### config.mk
export PLATFORM = sky130hd
export DESIGN_NAME = regfile_operand_fetch
export DESIGN_NICKNAME = d
export VERILOG_FILES = /design/src/rtl/regfile_operand_fetch.sv
export SDC_FILE = /design/constraint.sdc
export NUM_CORES = 1
export LEC_CHECK = 0
export ABC_AREA = 1
export CORE_UTILIZATION = 38
export DETAILED_ROUTE_END_ITERATION = 10
export PLACE_DENSITY = 0.86
export SLEW_MARGIN = 10
export SYNTH_ARGS = -nofsm -noshare
export SYNTH_HDL_FRONTEND = slang
export SYNTH_SLANG_ARGS = --single-unit
### constraint.sdc
create_clock -name clk -period 1.75 [get_ports clk]
set_input_delay 0.35 -clock clk [delete_from_list [all_inputs] [get_ports clk]]
set_output_delay 0.35 -clock clk [all_outputs]
set_load 0.02 [all_outputs]
### src/rtl/regfile_operand_fetch.sv
// Operand-fetch front end for a 16x32 register file with one write port and two read ports.
// Writebacks pass straight through; reads are issued only on write-free cycles, and the operands come back over valid/ready.
module regfile_operand_fetch #(
    parameter int ADDR_WIDTH = 4,
    parameter int DATA_WIDTH = 32
) (
    input  logic                  clk,
    input  logic                  reset,
    input  logic                  req_valid,
    output logic                  req_ready,
    input  logic [ADDR_WIDTH-1:0] req_addr_a,
    input  logic [ADDR_WIDTH-1:0] req_addr_b,
    output logic                  resp_valid,
    input  logic                  resp_ready,
    output logic [DATA_WIDTH-1:0] resp_data_a,
    output logic [DATA_WIDTH-1:0] resp_data_b,
    input  logic                  wb_valid,
    input  logic [ADDR_WIDTH-1:0] wb_addr,
    input  logic [DATA_WIDTH-1:0] wb_data,
    output logic                  rf_write,
    output logic [ADDR_WIDTH-1:0] rf_write_addr,
    output logic [DATA_WIDTH-1:0] rf_write_data,
    output logic [ADDR_WIDTH-1:0] rf_read_addr_a,
    output logic [ADDR_WIDTH-1:0] rf_read_addr_b,
    input  logic [DATA_WIDTH-1:0] rf_read_data_a,
    input  logic [DATA_WIDTH-1:0] rf_read_data_b
);

    typedef enum logic [1:0] {
        IDLE  = 2'd0,
        FETCH = 2'd1,
        RESP  = 2'd2
    } state_t;

    state_t                r_state;
    state_t                w_state_next;
    logic                  w_req_ready;
    logic                  w_accept;
    logic [DATA_WIDTH-1:0] r_data_a;
    logic [DATA_WIDTH-1:0] r_data_b;

    assign rf_write       = wb_valid;
    assign rf_write_addr  = wb_addr;
    assign rf_write_data  = wb_data;
    assign rf_read_addr_a = req_addr_a;
    assign rf_read_addr_b = req_addr_b;

    // The file ignores reads on write cycles, so any writeback blocks issue.
    assign w_req_ready = !wb_valid &&
                         ((r_state == IDLE) || ((r_state == RESP) && resp_ready));
    assign w_accept    = req_valid && w_req_ready;

    assign req_ready   = w_req_ready;
    assign resp_valid  = reset && (r_state == RESP);
    assign resp_data_a = r_data_a;
    assign resp_data_b = r_data_b;

    always_comb begin
        w_state_next = r_state;
        case (r_state)
            IDLE: begin
                if (w_accept) begin
                    w_state_next = FETCH;
                end
            end
            FETCH: begin
                w_state_next = RESP;
            end
            RESP: begin
                if (resp_ready) begin
                    w_state_next = w_accept ? FETCH : IDLE;
                end
            end
            default: begin
                w_state_next = IDLE;
            end
        endcase
    end

    always_ff @(posedge clk) begin
        if (!reset) begin
            r_state <= IDLE;
        end else begin
            r_state <= w_state_next;
        end
    end

    // Read data from the file is valid only during FETCH; hold it until the handshake.
    always_ff @(posedge clk) begin
        if (!reset) begin
            r_data_a <= '0;
            r_data_b <= '0;
        end else if (r_state == FETCH) begin
            r_data_a <= rf_read_data_a;
            r_data_b <= rf_read_data_b;
        end
    end

endmodule

Word level (Yosys, flattened, before mapping) --
Index checks and enable logic that the tools add are counted.
Storage, ports and cells: register bits after elaboration 66, output and inout bits 111
Operators by class: equality and inequality tests 4, muxes and demuxes 4, reduce and logical (&&, ||, !) cells 8
Operator list (count):
- $pmux 2 s3 | 1
- $logic_and 1x1->1 | 4
- $mux 2 | 2
- $ne 2x2->1 const B | 2
- $eq 2x1->1 const B | 1
- $eq 2x2->1 const B | 1
- $logic_not 2->1 | 1
- $reduce_and 2->1 | 1
- $logic_not 1->1 | 1
- $logic_or 1x1->1 | 1
- $mux 1 | 1

Depth between registers and ports, before layout --
depth in word-level cells 8, depth in mapped cells 5, mapped depth without buffers 4

Least setup slack after synthesis --
Ideal clock, no wire load.
path type input port to output port, from input port reset, to output port resp_valid, data arrival time 0.774 ns, required time 1.400 ns, path slack 0.626 ns, stages on the path 2, path buffers 1, cell sequence buf_2 > and3_1
Between the ends: word-level cells in the longest chain between the ends 1
Ends and longest elaborated chain:
- start: declaration | RTL line 8 | input logic reset,
- $logic_and 1x1->1 | RTL line 54 | assign resp_valid = reset && (r_state == RESP);
- end: declaration | RTL line 13 | output logic resp_valid,
No other way between the ends.

Final worst setup path --
from register r_state[1], to output port resp_valid
Between the ends: word-level cells in the longest chain between the ends 2
Ends and longest elaborated chain:
- start: declaration | RTL line 35 | state_t r_state;
- start signal: assignment | RTL line 84 | r_state <= w_state_next;
- $eq 2x2->1 | RTL line 54
- $logic_and 1x1->1 | RTL line 54
No other way between the ends.

==> flow_summary.yaml <==
run_status:
  status: "completed"
worst_setup_path:
  cp.arrival_ps: 1300
  endpoint_kind: "primary output"
  crit_required_ps: 1400
  worstSetupStartpointType: "flip-flop"
  critPathMaxFanout: 5
  critPathKind: "flip-flop to primary output"
floorplan:
  io_pins: 224
  core_um2: 7850
  start_util: 0.398
  rows: 32
  die_area_um2: 8600
  die-height_um: 92.7
  die_w_um: 92.7
finish:
  antenna_cells: 0
  syn_to_final_growth_pct: 39.7
  layout_common_cells: "131 x clkdlybuf4s50_1, 130 x nor2_1, 69 x nand2_1"
  layout.nets: 665
  final_common_cell: "clkdlybuf4s50_1"
  final_area_um2: 4370
  fin_cells: 657
  drive_gt1_frac: 0.0468
clocking:
  cts_tree: "yes"
  cts_max_level: 3
  hold_buffers: 0
  root_buffer: "clkbuf_8"
  cts_num_sinks: 66
  cts_buffer_depth: 2
  clkSlewWorstSetupHoldPaths_ps: 70
  numCtsBuffers: 9
  clock_latency_ps: 330
flow_run:
  cap_violations: 0
sta:
  hold_violations: 0
  skew_ps: 6.16
  setup_viol_count_final: 0
  rsz0062_at_grt: "no"
  fin_crit_ps: 1650
  fmax_mhz: 607
  slew_headroom: 0.563
  period_share: 0.942
  drv_slew: 0
  worstMarginPinSlew_ps: 655
worst_hold_path:
  min_path_type: "flip-flop to flip-flop"
logic_synthesis:
  ys_seq_area_frac: 0.423
  synth_seq_cells: 66
  synth_nets: 584
  synth_cell_types: 12
  syn_area_um2: 3130
  synth_largest_area_cell: "dfxtp_1"
  yosysWarningCount: 0
  synth_top_cell_area_share: 0.423
  syn_inst: 471
  synth_area_leaders: "dfxtp_1 42%, nor2_1 16%, buf_4 11%"
  syn_avg_cell_area_um2: 6.64
power_and_ir_drop:
  total_power_mw: 3.45
  leakagePower_nw: 2.00
  powerDensity_nw_per_um2: 790
  ir_worst_vdd_mv: 0.392
grt:
  grt_pass1_wl_um: 12600
  grt_antenna_before_repair: 0
  grt_pass1_vias: 2916
  grt_overflow: 0
  grt_max_degree: 67
  grt_use_total: 0.186
placement:
  globalplace.congestion: 0.736
  portBuffers: 135
  hpwl_um: 5620
  dp_cells: 643
  post_dp_cell_area_um2: 4200
detailed_routing:
  route.vias.total: 2986
  finalWirelength_um: 7780
  via_per_inst: 4.54
  drc: 0
  drtPass1Iterations: 4
  drtAntennaViolNets: 0
  wl_per_cell_um: 11.8
  first_iter_violations: 116
metal layers:
metal / vias to the layer above / track usage / wire (um)
met3: 26 / 0.0484 / 587
met4: 0 / 0.108 / 236
met1: 1334 / 0.191 / 3080
met2: 118 / 0.338 / 3880
li1: 1508 / - / -
met5: - / 0 / 0
logic make-up (layout without fill, tap and decap cells):
kind of cell           after synthesis  in the layout  share of synthesized area
DFF                                 66             66                      0.423
buffers and inverters              139            223                      0.229
AOI/OAI and AO/OA                    1              1                    0.00160
and+or+nand+nor                    265            265                      0.347
worst max-delay path, cell delays in order (launching register included):
cell	delay, ps
dfxtp_1	440
and3_1	190
dlygate4sd2_1	340
area by class of cell:
| cell class | count | area, um2 |
|---|---|---|
| multi-input combinational | 266 | 1090 |
| timing repair buffer | 141 | 1400 |
| fill | 757 | 3480 |
| clock buffer | 12 | 165 |
| clock inverter | 2 | 12.5 |
| tap | 102 | 128 |
| inverter | 68 | 255 |
| sequential | 66 | 1320 |
where the power goes:
part           leakage (nW)  internal, mW  switching [mW]
Combinational          1.37         0.356           0.329
Clock                0.0903         0.612           0.532
Sequential            0.539          1.58          0.0423
cells in the mapped netlist, drive strengths merged:
| cell type | number |
|---|---|
| nor2 | 131 |
| buf | 71 |
| nand2 | 69 |
| inv | 68 |
| dfxtp | 66 |
| nand3 | 64 |
| a21oi | 1 |
| and3 | 1 |
per-stage QoR:
step	hold WS (ps)	worst slack (ps)	setup TNS (ps)	utilization
floorplan	469	626	0	-
global placement	462	-230	-258	0.535
detailed placement	473	-250	-277	0.535
CTS	487	23.6	0	0.557
global route	501	28.0	0	0.557
finish	484	101	0	0.557
worst paths after layout:
kind / from / endpoint / slack (ps) / cells past startpoint
max reg2reg: r_state[1] / resp_data_a[13] / 600 / 5
min: resp_data_b[10] / resp_data_b[10] / 480 / 2
min reg2reg: resp_data_b[10] / resp_data_b[10] / 480 / 2
max: r_state[1] / resp_valid / 100 / 2
sequential cells by signal, indices dropped and copies added, names as in the netlist:
| name | count |
|---|---|
| r_state | 2 |
| resp_data_a | 32 |
| resp_data_b | 32 |
timing repair:
action / 4_1_cts / 5_1_grt
cloned: 0 / 0
buffers inserted: 0 / 0
gates resized for setup: 3 / 2
endpoints found under the setup margin: 3 / 1
endpoints found under the hold margin: 0 / 0
Note: power is estimated with default switching activity, not from simulation.
